**src/rtl/buzz_scheduler.sv**
```systemverilog
// Buzzer owner arbiter: fixed-priority alarm > chime > key, ON/OFF beep cadence and tone generation.
// Define BUZZ_SCHED_KEYBEEP_EN to build the key-click requester; without it key_req is ignored.
module buzz_scheduler #(
    parameter int TICK_DIV  = 5000000,
    parameter int TONE_DIV  = 12500,
    parameter int ON_TICKS  = 3,
    parameter int OFF_TICKS = 2,
    parameter int KEY_TICKS = 1
) (
    input  logic       clk,
    input  logic       rst,
    input  logic       alarm_req,
    input  logic       chime_req,
    input  logic [3:0] chime_n,
    input  logic       key_req,
    output logic       buzz_out,
    output logic       busy,
    output logic [2:0] grant
);

    localparam int PH_MAX_A = (ON_TICKS > OFF_TICKS) ? ON_TICKS : OFF_TICKS;
    localparam int PH_MAX   = (PH_MAX_A > KEY_TICKS) ? PH_MAX_A : KEY_TICKS;
    localparam int TICK_W   = $clog2(TICK_DIV + 1);
    localparam int TONE_W   = $clog2(TONE_DIV + 1);
    localparam int PH_W     = $clog2(PH_MAX + 1);

    localparam logic [2:0] G_NONE  = 3'b000;
    localparam logic [2:0] G_ALARM = 3'b100;
    localparam logic [2:0] G_CHIME = 3'b010;

    typedef enum logic [1:0] {
        S_IDLE = 2'd0,
        S_ON   = 2'd1,
        S_OFF  = 2'd2
    } state_t;

    state_t              r_state;
    state_t              w_state_nxt;
    logic [2:0]          r_grant;
    logic [2:0]          w_grant_nxt;
    logic [TICK_W-1:0]   r_tick_cnt;
    logic [TONE_W-1:0]   r_tone_cnt;
    logic                r_tone;
    logic [PH_W-1:0]     r_phase_cnt;
    logic [3:0]          r_beep_cnt;
    logic                r_pend_vld;
    logic [3:0]          r_pend_n;

    logic                w_tick;
    logic                w_phase_done;
    logic                w_new_chime;
    logic                w_chime_avail;
    logic [3:0]          w_chime_sel_n;
    logic                w_preempt;
    logic                w_enter_on;
    logic                w_enter_off;
    logic                w_take_chime;
    logic                w_clear_beep;
    logic [PH_W-1:0]     w_ph_load;

`ifndef BUZZ_SCHED_KEYBEEP_EN
    logic w_unused_key;
    assign w_unused_key = key_req;
`endif

    assign w_tick        = (r_tick_cnt == TICK_W'(TICK_DIV - 1));
    assign w_phase_done  = w_tick && (r_phase_cnt == PH_W'(1));
    assign w_new_chime   = chime_req && (chime_n != 4'd0);
    assign w_chime_avail = w_new_chime || r_pend_vld;
    // A chime arriving on the same edge as a serve point supersedes the held one.
    assign w_chime_sel_n = w_new_chime ? chime_n : r_pend_n;
    assign w_preempt     = (r_state != S_IDLE) && (r_grant != G_ALARM) && alarm_req;

    always_ff @(posedge clk or posedge rst) begin
        if (rst) begin
            r_state <= S_IDLE;
            r_grant <= G_NONE;
        end else begin
            r_state <= w_state_nxt;
            r_grant <= w_grant_nxt;
        end
    end

    always_comb begin
        w_state_nxt  = r_state;
        w_grant_nxt  = r_grant;
        w_enter_on   = 1'b0;
        w_enter_off  = 1'b0;
        w_take_chime = 1'b0;
        w_clear_beep = 1'b0;
        w_ph_load    = PH_W'(ON_TICKS);
        case (r_state)
            S_IDLE: begin
                if (alarm_req) begin
                    w_state_nxt  = S_ON;
                    w_grant_nxt  = G_ALARM;
                    w_enter_on   = 1'b1;
                    w_clear_beep = 1'b1;
                end else if (w_chime_avail) begin
                    w_state_nxt  = S_ON;
                    w_grant_nxt  = G_CHIME;
                    w_enter_on   = 1'b1;
                    w_take_chime = 1'b1;
`ifdef BUZZ_SCHED_KEYBEEP_EN
                end else if (key_req) begin
                    w_state_nxt  = S_ON;
                    w_grant_nxt  = 3'b001;
                    w_enter_on   = 1'b1;
                    w_clear_beep = 1'b1;
                    w_ph_load    = PH_W'(KEY_TICKS);
`endif
                end
            end
            S_ON: begin
                if (w_preempt) begin
                    w_grant_nxt  = G_ALARM;
                    w_enter_on   = 1'b1;
                    w_clear_beep = 1'b1;
                end else if (w_phase_done) begin
                    w_state_nxt = S_OFF;
                    w_enter_off = 1'b1;
                end
            end
            S_OFF: begin
                if (w_preempt || (w_phase_done && alarm_req)) begin
                    w_state_nxt  = S_ON;
                    w_grant_nxt  = G_ALARM;
                    w_enter_on   = 1'b1;
                    w_clear_beep = 1'b1;
                end else if (w_phase_done) begin
                    if ((r_grant == G_CHIME) && (r_beep_cnt != 4'd0)) begin
                        w_state_nxt = S_ON;
                        w_enter_on  = 1'b1;
                    end else if (w_chime_avail) begin
                        w_state_nxt  = S_ON;
                        w_grant_nxt  = G_CHIME;
                        w_enter_on   = 1'b1;
                        w_take_chime = 1'b1;
                    end else begin
                        w_state_nxt = S_IDLE;
                        w_grant_nxt = G_NONE;
                    end
                end
            end
            default: begin
                w_state_nxt = S_IDLE;
                w_grant_nxt = G_NONE;
            end
        endcase
    end

    always_ff @(posedge clk or posedge rst) begin
        if (rst) begin
            r_tick_cnt  <= '0;
            r_tone_cnt  <= '0;
            r_tone      <= 1'b0;
            r_phase_cnt <= '0;
            r_beep_cnt  <= 4'd0;
            r_pend_vld  <= 1'b0;
            r_pend_n    <= 4'd0;
        end else begin
            if (w_enter_on) begin
                r_tick_cnt  <= '0;
                r_phase_cnt <= w_ph_load;
            end else if (w_enter_off) begin
                r_tick_cnt  <= '0;
                r_phase_cnt <= PH_W'(OFF_TICKS);
            end else if (r_state != S_IDLE) begin
                r_tick_cnt <= w_tick ? '0 : r_tick_cnt + TICK_W'(1);
                if (w_tick) r_phase_cnt <= r_phase_cnt - PH_W'(1);
            end

            // Each beep restarts the tone so its first rising edge is TONE_DIV clocks in.
            if (w_enter_on) begin
                r_tone_cnt <= '0;
                r_tone     <= 1'b0;
            end else if (r_state == S_ON) begin
                if (r_tone_cnt == TONE_W'(TONE_DIV - 1)) begin
                    r_tone_cnt <= '0;
                    r_tone     <= ~r_tone;
                end else begin
                    r_tone_cnt <= r_tone_cnt + TONE_W'(1);
                end
            end

            if (w_take_chime)
                r_beep_cnt <= w_chime_sel_n;
            else if (w_clear_beep)
                r_beep_cnt <= 4'd0;
            else if (w_enter_off && (r_beep_cnt != 4'd0))
                r_beep_cnt <= r_beep_cnt - 4'd1;

            if (w_take_chime) begin
                r_pend_vld <= 1'b0;
            end else if (w_new_chime) begin
                r_pend_vld <= 1'b1;
                r_pend_n   <= chime_n;
            end
        end
    end

    assign buzz_out = r_tone && (r_state == S_ON);
    assign busy     = (r_state != S_IDLE);
    assign grant    = r_grant;

endmodule

```
**config.mk**
```make
export PLATFORM = sky130hd
export DESIGN_NAME = buzz_scheduler
export DESIGN_NICKNAME = d
export VERILOG_FILES = /design/src/rtl/buzz_scheduler.sv
export SDC_FILE = /design/constraint.sdc
export NUM_CORES = 1
export LEC_CHECK = 0
export BUFFER_PORTS_ARGS = -buffer_cell sky130_fd_sc_hd__buf_2
export CORE_ASPECT_RATIO = 1.2
export CORE_UTILIZATION = 60
export CTS_BUF_LIST = sky130_fd_sc_hd__clkbuf_4
export DETAILED_ROUTE_END_ITERATION = 6
export PLACE_DENSITY = 0.83
export RECOVER_POWER = 25
export SETUP_SLACK_MARGIN = 0.2
export SYNTH_ARGS = -nofsm -noshare
export SYNTH_HDL_FRONTEND = slang
export SYNTH_SLANG_ARGS = --single-unit
```
**constraint.sdc**
```tcl
create_clock -name clk -period 5.7 [get_ports clk]
set_clock_uncertainty 0.05 [all_clocks]
set_input_delay 0.57 -clock clk [delete_from_list [all_inputs] [get_ports clk]]
set_output_delay 0.57 -clock clk [all_outputs]
set_load 0.05 [all_outputs]
```
# Word level (Yosys, flattened, before mapping)
# Cells that the tools add are included.
dict set report word_totals {
  reg_bits 54
  in_bits 9
  out_inout_bits 5
  elab_cells 106
}
dict set report op_classes {
  n_addsub 4
  eq_ne 13
  muxes 55
  n_bitwise 1
  reduce_logical 24
}
# cell count
set op_table {}
lappend op_table {{23-bit 2-to-1 mux} 4}
lappend op_table {{14-bit 2-to-1 mux} 3}
lappend op_table {{23-bit by 1-bit adder with 23-bit output, second input constant} 1}
lappend op_table {{23-bit == test, second input constant} 1}
lappend op_table {{1-bit 2-to-1 mux} 22}
lappend op_table {{2-bit 2-to-1 mux} 11}
lappend op_table {{3-bit 2-to-1 mux} 6}
lappend op_table {{4-bit 2-to-1 mux} 4}
lappend op_table {{14-bit by 1-bit adder with 14-bit output, second input constant} 1}
lappend op_table {{14-bit == test, second input constant} 1}
lappend op_table {{3-bit inequality test, second input constant} 4}
lappend op_table {{3-bit one-hot mux with 3 select lines} 1}
lappend op_table {{3-bit nonzero test} 3}
lappend op_table {{1-bit logical AND} 8}
lappend op_table {{4-bit AND reduction} 2}
lappend op_table {{2-bit nonzero test} 4}
lappend op_table {{4-bit nonzero test} 2}
lappend op_table {{2-bit inequality test, second input constant} 3}
lappend op_table {{1-bit one-hot mux with 3 select lines} 2}
lappend op_table {{2-bit one-hot mux with 3 select lines} 1}
lappend op_table {{2-bit by 1-bit == test with 1-bit output, second input constant} 2}
lappend op_table {{2-bit AND reduction} 2}
lappend op_table {{4-bit by 1-bit subtractor with 4-bit output, second input constant} 1}
lappend op_table {{3-bit by 2-bit == test with 1-bit output, second input constant} 1}
lappend op_table {{6 further kinds} 7}

# Depth between registers and ports, before layout
# Gate-level depths: netlist of run 1.
dict set report depth {
  depth_word 10
  depth_mapped 11
}

# Worst setup path after synthesis of run 1
# OpenSTA, ideal clock, no wires.
dict set report synth_timing {
  path_type {register to register}
  startpoint {register r_beep_cnt[0]}
  endpoint {register r_pend_n[0]}
  t_arrival_ns 2.104
  path_slack_ns 3.421
  path_stages_with_launch 11
  path_buffers 1
  synth_period_minus_slack_ns 2.279
  path_cell_list {dfrtp_1 > inv_1 > ha_1 > or3b_1 > clkbuf_1 > nand2_1 > a31oi_1 > o21ai_2 > nand3_1 > nand2_1 > mux2_2}
}
dict set report synth_via {
  elab_chain_len 6
}
# item line_no
set synth_lines {}
lappend synth_lines {{start, declared} 45} ;# logic [3:0] r_beep_cnt;
lappend synth_lines {{start signal, assigned} 187} ;# r_beep_cnt <= w_chime_sel_n;
lappend synth_lines {{start signal, assigned} 191} ;# r_beep_cnt <= r_beep_cnt - 4'd1;
lappend synth_lines {{4-bit nonzero test} 131} ;# if ((r_grant == G_CHIME) && (r_beep_cnt != 4'd0)) begin
lappend synth_lines {{1-bit logical AND} 131}
lappend synth_lines {{1-bit 2-to-1 mux} 131}
lappend synth_lines {{1-bit 2-to-1 mux} 130} ;# end else if (w_phase_done) begin
lappend synth_lines {{1-bit 2-to-1 mux} 125} ;# if (w_preempt || (w_phase_done && alarm_req)) begin
lappend synth_lines {{1-bit one-hot mux with 2 select lines} 92} ;# case (r_state)
lappend synth_lines {{end signal, assigned} 197} ;# r_pend_n <= chime_n;
lappend synth_lines {{end, declared} 47} ;# logic [3:0] r_pend_n;
# No other way between the ends.
# A chain may end at the register's enable or synchronous reset.

# Final worst setup path of run 1
dict set report layout_timing {
  startpoint {register r_tick_cnt[0]}
  endpoint {register r_pend_n[3]}
}
dict set report layout_via {
  elab_chain_len 6
}
# item line_no
set layout_lines {}
lappend layout_lines {{start, declared} 41} ;# logic [TICK_W-1:0] r_tick_cnt;
lappend layout_lines {{start signal, assigned} 169} ;# r_tick_cnt <= w_tick ? '0 : r_tick_cnt + TICK_W'(1);
lappend layout_lines {{23-bit == test (*)} 66} ;# assign w_tick = (r_tick_cnt == TICK_W'(TICK_DIV - 1));
lappend layout_lines {{1-bit logical AND (*)} 67} ;# assign w_phase_done = w_tick && (r_phase_cnt == PH_W'(1));
lappend layout_lines {{1-bit logical AND} 125}
lappend layout_lines {{1-bit logical OR} 125}
lappend layout_lines {{1-bit 2-to-1 mux (*)} 125}
lappend layout_lines {{1-bit one-hot mux with 2 select lines (*)} 92}
# Mark *: on every way between the ends. The rest lies on a longest branch, timed or not.

==> results of run 1 <==
-- power by group through the flow --
| stage | sequential [mW] | combinational, mW | clock, mW |
|---|---|---|---|
| finish | 0.483 | 0.302 | 0.164 |
| global route | 0.492 | 0.340 | 0.179 |
| CTS | 0.481 | 0.303 | 0.169 |
| detailed placement | 0.488 | 0.303 | 0 |
| global placement | 0.487 | 0.288 | 0 |
| floorplan | 0.486 | 0.238 | 0 |
-- worst max-delay path, delay by kind of cell (launching register included) --
kind,cells,cell delay [ns]
compound gates,2,0.43
fa+ha+maj,1,0.29
flops,1,0.44
mux,1,0.35
simple gates,4,1.08
-- cells in the mapped netlist, types with 3 or more instances --
cell type and n:
dfrtp_1 53, xor2_1 7, o211ai_1 3, nor2b_1 5, a22oi_1 5, mux2_2 5, xnor2_1 16, a21oi_1 17
nor2_1 56, nand4_1 7, ha_1 4, o21ai_0 16, nor3_1 13, inv_1 12, or4_1 3, and3_1 13
nand2b_1 5, clkbuf_1 5, nand3_1 22, a22o_1 6, a21boi_0 3, nor4b_1 4, nand2_1 45, a21o_1 4
o31ai_1 4
-- worst paths after layout --
kind | from | to | cells after the start
max reg2reg | r_tick_cnt[0] | r_pend_n[3] | 8
max in group asynchronous | rst | r_state[1] | 2
max | r_tick_cnt[0] | r_pend_n[3] | 8
min | r_pend_n[1] | r_pend_n[1] | 1
min in group asynchronous | rst | r_tone_cnt[11] | 2
min reg2reg | r_pend_n[1] | r_pend_n[1] | 1
-- flip-flops by register name, summed over array words and instances, names as in the netlist --
name,flops
r_pend_vld,1
grant,2
r_pend_n,4
r_tone_cnt,14
r_beep_cnt,4
r_tick_cnt,23
r_tone,1
r_phase_cnt,2
r_state,2
-- cell families after synthesis --
family                     Yosys count  synth area share
buffers and inverters               23            0.0324
xor gates and xnor gates            23            0.0629
DFF                                 53             0.414
other                                1           0.00117
adders and majority gates            4            0.0156
and+or+nand+nor                    188             0.287
muxes                                5            0.0176
AOI/OAI and AO/OA                   77             0.169
-- layer usage --
metal / GRT usage / vias to the layer above
li1: - / 1335
met1: 0.326 / 1291
met2: 0.469 / 60
met3: 0.0375 / 9
met4: 0.0833 / 0
met5: 0 / -
-- layout make-up --
| type | instances | share of cell area |
|---|---|---|
| Multi-Input combinational cell | 298 | 0.533 |
| Sequential cell | 53 | 0.399 |
| Tap cell | 60 | 0.0226 |
| Timing Repair Buffer | 11 | 0.0166 |
| Inverter | 12 | 0.0136 |
| Clock buffer | 5 | 0.0113 |
| Clock inverter | 2 | 0.00339 |
-- stage by stage --
step,instance area [um2],utilization,instances
3_5_place_dp,3270,0.649,434
2_1_floorplan,3200,-,374
5_1_grt,3320,0.658,441
6_report,3320,0.658,441
4_1_cts,3320,0.658,441
3_3_place_gp,3270,0.649,434
==> flow_summary.toml, run 1 <==
[outcome]
status = "finished, violations left"
violations = "capacitance limit, slew limit"

[clock_network]
hold_buffers = 0
clock_path_buffers = 2
cts_buffers = 5
ctsHtreeMaxLevel = 2
cts_tree = "done"
clock_latency_ns = 0.38
cts_setup_buffers = 0
path_clk_slew_ns = 0.16
cts_root_buffer = "clkbuf_4"
cts_resized = 0
cts.sinks = 53

[critical_path]
worst_ep_arrival_time_ns = 2.98
crit_type = "flip-flop to flip-flop"
worstPathCellList = "ha_1 > nor4bb_1 > and4_1 > a21oi_1 > o21ai_2 > nand3_1 > nand2_1 > mux2_2"
start_kind = "flip-flop"
endpoint_kind = "flip-flop"
critPathMaxFanout = 7
ff2ff_setup_slack_ns = 2.95
crit_slowest_cell = "dfrtp_1"
critPathMaxStageDelay_ns = 0.44
required_ns = 5.94

[power]
power.density_nw_per_um2 = 285
switching_share = 0.379
comb_power_share = 0.318
power.total_mw = 0.948
seq_power_share = 0.509
pwr-share-clk = 0.173
vdd_ir_drop_max_mv = 0.173
internal_power_mw = 0.589
power_leakage_nw = 1.42
switchingPower_mw = 0.359

[drt]
drt_wl_total_um = 6670
route.detailed.drc = 0
top_layer = "met4"
num_vias = 2695
ant_nets = 0
met1_length_um = 2930
post_drt_wl_per_cell_um = 15.1
met3_length_um = 248
vias_per_cell = 6.11
met2_wirelength_um = 3420
drt-initial-drc-count = 227
first_pass_iters = 4

[floorplan]
design.core.area_um2 = 5040
ios = 14
initial_core_util = 0.635
rows = 28
die_area_um2 = 5630
die_y_um = 82.0
dieWidth_um = 68.7

[placement]
pre_cts_slack_ns = 3.02
hpwlAfterDp_um = 4830
place.gp.congestion = 0.939
numPortBuffers = 11

[grt]
first_global_vias = 2519
grt_usage = 0.265
overflow = 0
grt_pass1_wl_um = 11300
antenna_found_initial = 0
grt_max_degree = 54

[final_layout]
fillers = 423
drive_above_1_share = 0.0787
final_nets = 394
seqCellArea_um2 = 1330
final_common_cell = "nor2_1"
diodes = 0
syn2layout_area_growth_pct = 3.75
multiInputGateArea_um2 = 1770
layout_common_cells = "nor2_1, dfrtp_1, nand2_1, nand3_1, a21oi_1"

[yosys]
yosysSeqAreaShare = 0.414
ys_seq_elements = 53
netlist-cell-type-count = 59
ys_top_cells_by_area = "dfrtp_1, nor2_1, nand2_1"
yosys.area.top_type = "dfrtp_1"
synthArstFlopShare = 1.00
synth.avg_cell_area_um2 = 8.56
synth_edf_count = 0
synth_flop_cell = "dfrtp_1"
synth_cells = 374
syn-num-nets = 387
synth_area_um2 = 3200
yosys_warnings = 0
synth_top_area_share = 0.414

[sta]
setup_viol = 0
finalWorstSetupSlack_ns = 2.95
tns_ns = 0
slew_violations = 54
final.period_utilization = 0.482
fin_crit_ns = 2.75
hold_viol = 0
hold_ws_ns = 0.485
slew_headroom = -0.316
max_freq_mhz = 364
worst_pin_slew_ns = 1.97
rsz0062_at_grt = "no"

[run]
cap_violations = 1

[min_path]
hold_path.class = "flip-flop to flip-flop"
Note: power is estimated with default switching activity, not from simulation.
==> run 2, diff against run 1 <==
==> constraint.sdc (replaced) <==
create_clock -name clk -period 2.84 [get_ports clk]
set_clock_uncertainty 0.05 [all_clocks]
set_input_delay 0.284 -clock clk [delete_from_list [all_inputs] [get_ports clk]]
set_output_delay 0.284 -clock clk [all_outputs]
set_load 0.05 [all_outputs]
==> run 2 against run 1 <==
The flow now finishes without violations. Sequential power up 100%. Clock power is 90% higher. Count of clock-buffer cells in the layout unchanged. Critical path depth rose by 1. Non-clock buffer count is 12 higher. Fmax grew 11%. Cell area is 2.7% higher. Register-to-register slack worse by 2.6 ns. Die area did not move. Wire length is 3.7% higher. Via count up 2.3%. Sequential share of layout area down 1.1 points. Highest routed layer unchanged.
==> flow_summary.toml, run 2 (synthesized netlist as in run 1, its figures left out) <==
[power]
power.total_mw = 1.91
vdd_ir_drop_max_mv = 0.330
power.density_nw_per_um2 = 559
power_leakage_nw = 1.48

[grt]
grt_use_met1 = 0.307
antenna_found_initial = 0
overflow = 0
busiest_layer = "met2"
met2_usage = 0.466
grt_max_degree = 33
grt_usage = 0.266
use_met3 = 0.0486
grt_pass1_wl_um = 11100
first_global_vias = 2614

[final_layout]
diodes = 0
reg_top3 = "r_tick_cnt: 23 flops, r_tone_cnt: 14 flops"
final_common_cell = "nor2_1"
largest_register_ffs = 23
layout_common_cells = "nor2_1, dfrtp_1, nand2_1, nand3_1, a21oi_1"
fin_area_um2 = 3410
regMostFlops = "r_tick_cnt"
fillers = 433
drive_above_1_share = 0.107
syn2layout_area_growth_pct = 6.60
final_nets = 406

[placement]
pre_cts_slack_ns = 0.304
dpl-instance-area_um2 = 3340
place.gp.congestion = 0.933
hpwlAfterDp_um = 5110
numPortBuffers = 11

[sta]
hold_viol = 0
final.period_utilization = 0.872
slew_violations = 0
fin_crit_ns = 2.48
max_freq_mhz = 404
tns_ns = 0
setup_viol = 0
hold_ws_ns = 0.224
slew_headroom = 0.438
finalWorstSetupSlack_ns = 0.364
worst_pin_slew_ns = 0.842
rsz0062_at_grt = "no"

[critical_path]
worst_ep_arrival_time_ns = 2.70
critPathMaxFanout = 7
rr_startpoint = "r_beep_cnt[0]"
crit_slowest_cell = "or3b_1"
critPathMaxStageDelay_ns = 0.47
crit_type = "flip-flop to flip-flop"
critPathLaunch = "r_beep_cnt[0]"
endpoint_kind = "flip-flop"
start_kind = "flip-flop"
required_ns = 3.06
worstPathCellList = "inv_1 > ha_1 > or3b_1 > nand2_1 > a31oi_1 > o21ai_2 > nand3_1 > nand2_2 > mux2_2"

[min_path]
hold_path.class = "input pin to flip-flop"
hold_start = "chime_n[0]"

[clock_network]
clock_path_buffers = 2
ctsHtreeMaxLevel = 2
path_clk_slew_ns = 0.14
cts.sinks = 53
cts_root_buffer = "clkbuf_4"
clock_latency_ns = 0.36
cts_tree = "done"
cts_buffers = 5

[drt]
first_pass_iters = 5
route.detailed.drc = 0
post_drt_wl_per_cell_um = 15.3
ant_nets = 0
vias_per_cell = 6.10
drt-initial-drc-count = 118
drt_wl_total_um = 6920
num_vias = 2758

[floorplan]
die_y_um = 82.0
initial_core_util = 0.635
dieWidth_um = 68.7
ios = 14
design.core.area_um2 = 5040
die_area_um2 = 5630
rows = 28

[run]
cap_violations = 0

[outcome]
status = "finished, final reports clean"
[run 2: critical path, delay by kind of cell (launching register included)]
family / cells / cell delay [ns]
compound gates: 2 / 0.33
fa+ha+maj: 1 / 0.18
buf+inv: 1 / 0.07
flops: 1 / 0.44
mux: 1 / 0.35
simple gates: 4 / 0.96
[run 2: final timing paths]
check,end,slack (ns),cells past startpoint
setup reg to reg,r_pend_n[2],0.36,9
max in group asynchronous,r_tick_cnt[14],0.89,4
min in group asynchronous,r_tone_cnt[12],0.56,3
setup / recovery,r_pend_n[2],0.36,9
hold / removal,r_pend_n[0],0.22,2
hold reg to reg,r_pend_n[1],0.48,1
[run 2: metal layers]
| layer | up-vias | share of wire | wire length [um] |
|---|---|---|---|
| met5 | - | 0 | 0 |
| met4 | 0 | 0.022 | 155 |
| met3 | 15 | 0.027 | 189 |
| met2 | 56 | 0.52 | 3600 |
| met1 | 1323 | 0.43 | 2970 |
| li1 | 1364 | - | - |
[run 2: repair_timing]
item / in CTS / in global routing
gates resized for setup: 0 / 2
endpoints found under the setup margin: 0 / 4
buffers inserted: 0 / 2
hold endpoints to repair: 21 / 0
hold buffers: 1 / 0
[run 2: area by class of cell]
type                    count  area [um2]  share of cell area
multi-input cells         298        1780               0.522
flip-flops and latches     53        1330               0.389
repair buffers             23         144              0.0422
well taps                  60        75.1              0.0220
inverters                  12        45.0              0.0132
clock buffers               5        37.5              0.0110
clock inverters             1        5.00             0.00147
[run 2: metrics by stage]
| step | utilization | instances |
|---|---|---|
| 6_report | 0.677 | 452 |
| 5_1_grt | 0.677 | 452 |
| 4_1_cts | 0.673 | 450 |
| 3_5_place_dp | 0.662 | 443 |
| 3_3_place_gp | 0.662 | 443 |
| 2_1_floorplan | - | 374 |
[run 2: power by group]
| group | total, mW | internal (mW) | switching [mW] |
|---|---|---|---|
| registers | 0.973 | 0.857 | 0.116 |
| clock network | 0.311 | 0.0867 | 0.225 |
| logic | 0.625 | 0.255 | 0.370 |
| total | 1.91 | 1.20 | 0.710 |
==> run 3, diff against run 2 <==
--- a/config.mk
+++ b/config.mk
@@ -10,6 +10,7 @@
 export CORE_UTILIZATION = 60
 export CTS_BUF_LIST = sky130_fd_sc_hd__clkbuf_4
 export DETAILED_ROUTE_END_ITERATION = 6
+export GPL_TIMING_DRIVEN = 0
 export PLACE_DENSITY = 0.83
 export RECOVER_POWER = 25
 export SETUP_SLACK_MARGIN = 0.2
==> run 3 against run 2 <==
Sequential share of layout area fell by 0.41 points. Die area did not move. Register-to-register slack got worse by 0.08 ns. Fmax fell by 3.1%. Critical endpoint is now r_tone_cnt[10].
==> flow_summary.toml, run 3 (synthesized netlist as in run 1, its figures left out) <==
[power]
power.total_mw = 1.98
vdd_ir_drop_max_mv = 0.259
power.density_nw_per_um2 = 574
power_leakage_nw = 1.47

[clock_network]
path_clk_slew_ns = 0.17
cts_root_buffer = "clkbuf_4"
clock_path_buffers = 2
clock_latency_ns = 0.39
cts_tree = "done"
cts.sinks = 53
ctsHtreeMaxLevel = 2
cts_buffers = 5

[critical_path]
crit_type = "flip-flop to flip-flop"
crit_buf_inv = 1
critPathMaxFanout = 10
critPathMaxStageDelay_ns = 0.51
critPathTopFamily = "simple AND/OR/NAND/NOR gates"
endpoint_kind = "flip-flop"
crit_slowest_cell = "nor4b_1"
required_ns = 3.08
worst_ep_arrival_time_ns = 2.79
worstPathCellList = "nor4b_1 > nand4_1 > o211ai_1 > nand3_1 > buf_2 > nor3_2 > xnor2_1 > nor2_1"
start_kind = "flip-flop"

[final_layout]
fin_area_um2 = 3450
largest_register_ffs = 23
layout_common_cells = "nor2_1, dfrtp_1, nand2_1, nand3_1"
syn2layout_area_growth_pct = 7.85
final_core_utilization = 0.685
fillers = 400
final_nets = 407
final_common_cell = "nor2_1"
reg_top3 = "r_tick_cnt: 23 flops, r_tone_cnt: 14 flops"
regMostFlops = "r_tick_cnt"
diodes = 0
drive_above_1_share = 0.127

[placement]
numPortBuffers = 9
dpl-instance-area_um2 = 3340
place.gp.congestion = 0.950
hpwlAfterDp_um = 5150

[grt]
overflow = 0
antenna_found_initial = 0
grt_pass1_wl_um = 12200
grt_usage = 0.286
first_global_vias = 2754
grt_max_degree = 44

[sta]
worst_pin_slew_ns = 1.09
rsz0062_at_grt = "no"
hold_viol = 0
final.period_utilization = 0.900
slew_violations = 0
hold_ws_ns = 0.211
fin_crit_ns = 2.56
tns_ns = 0
slew_headroom = 0.276
setup_viol = 0
max_freq_mhz = 391

[floorplan]
ios = 14
dieWidth_um = 68.7
rows = 28
die_area_um2 = 5630
initial_core_util = 0.635
die_y_um = 82.0
design.core.area_um2 = 5040

[drt]
drt-initial-drc-count = 265
vias_per_cell = 6.28
num_vias = 2857
drt_wl_total_um = 7270
route.detailed.drc = 0
ant_nets = 0
first_pass_iters = 5
post_drt_wl_per_cell_um = 16.0

[min_path]
hold_path.class = "input pin to flip-flop"

[run]
cap_violations = 0

[outcome]
status = "finished, final reports clean"
[run 3: changes by cell type in the layout (fill, tap and decap cells not counted), sizes merged]
cell      before  now
buf           20   17
clkinv         1    2
clkbuf         7   11
clkinvlp       0    1
[run 3: report_power, final]
group	switching [mW]	total [mW]	internal [mW]
registers	0.112	0.970	0.859
logic	0.398	0.669	0.271
clock network	0.250	0.344	0.0941
total	0.760	1.98	1.22
[run 3: worst reg2reg max path, cell delays in order, from the launching register on]
cell and delay (ns):
dfrtp_1 0.48, nor4b_1 0.51, nand4_1 0.27, o211ai_1 0.30, nand3_1 0.21, buf_2 0.24, nor3_2 0.21, xnor2_1 0.13
nor2_1 0.05
[run 3: layout make-up]
type | instances | area (um2) | share of cell area
plain buffers | 11 | 60.1 | 0.0174
clock buffers | 5 | 37.5 | 0.0109
clock inverters | 3 | 17.5 | 0.00507
inverters | 12 | 45.0 | 0.0130
multi-input cells | 298 | 1820 | 0.526
flip-flops and latches | 53 | 1330 | 0.384
well taps | 60 | 75.1 | 0.0217
repair buffers | 13 | 75.1 | 0.0217
[run 3: worst paths after layout]
path                          startpoint              to  slack, ns  cells past startpoint
hold reg to reg              r_pend_n[2]     r_pend_n[2]       0.48                      1
max in group asynchronous            rst   r_tick_cnt[0]       0.94                      4
setup / recovery           r_tick_cnt[6]  r_tone_cnt[10]       0.28                      8
setup reg to reg           r_tick_cnt[6]  r_tone_cnt[10]       0.28                      8
hold / removal                chime_n[1]     r_pend_n[1]       0.21                      2
min in group asynchronous            rst  r_tone_cnt[11]       0.35                      3
[run 3: repair_timing]
action	CTS	global route
setup buffers	1	1
hold buffers	1	0
resized for setup	2	15
setup endpoints to repair	15	32
endpoints found under the hold margin	10	0
pin swaps	1	0
[run 3: through the flow]
step / setup WS [ns] / instances
floorplan: 0.561 / 374
global placement: 0.218 / 443
detailed placement: 0.134 / 444
CTS: 0.216 / 454
global route: 0.200 / 455
finish: 0.284 / 455
[run 3: layer usage]
metal,vias to the layer above,wire length (um),global-route usage
li1,1362,-,-
met1,1398,3190,0.342
met2,71,3660,0.505
met3,26,223,0.0444
met4,0,197,0.110
met5,-,0,0
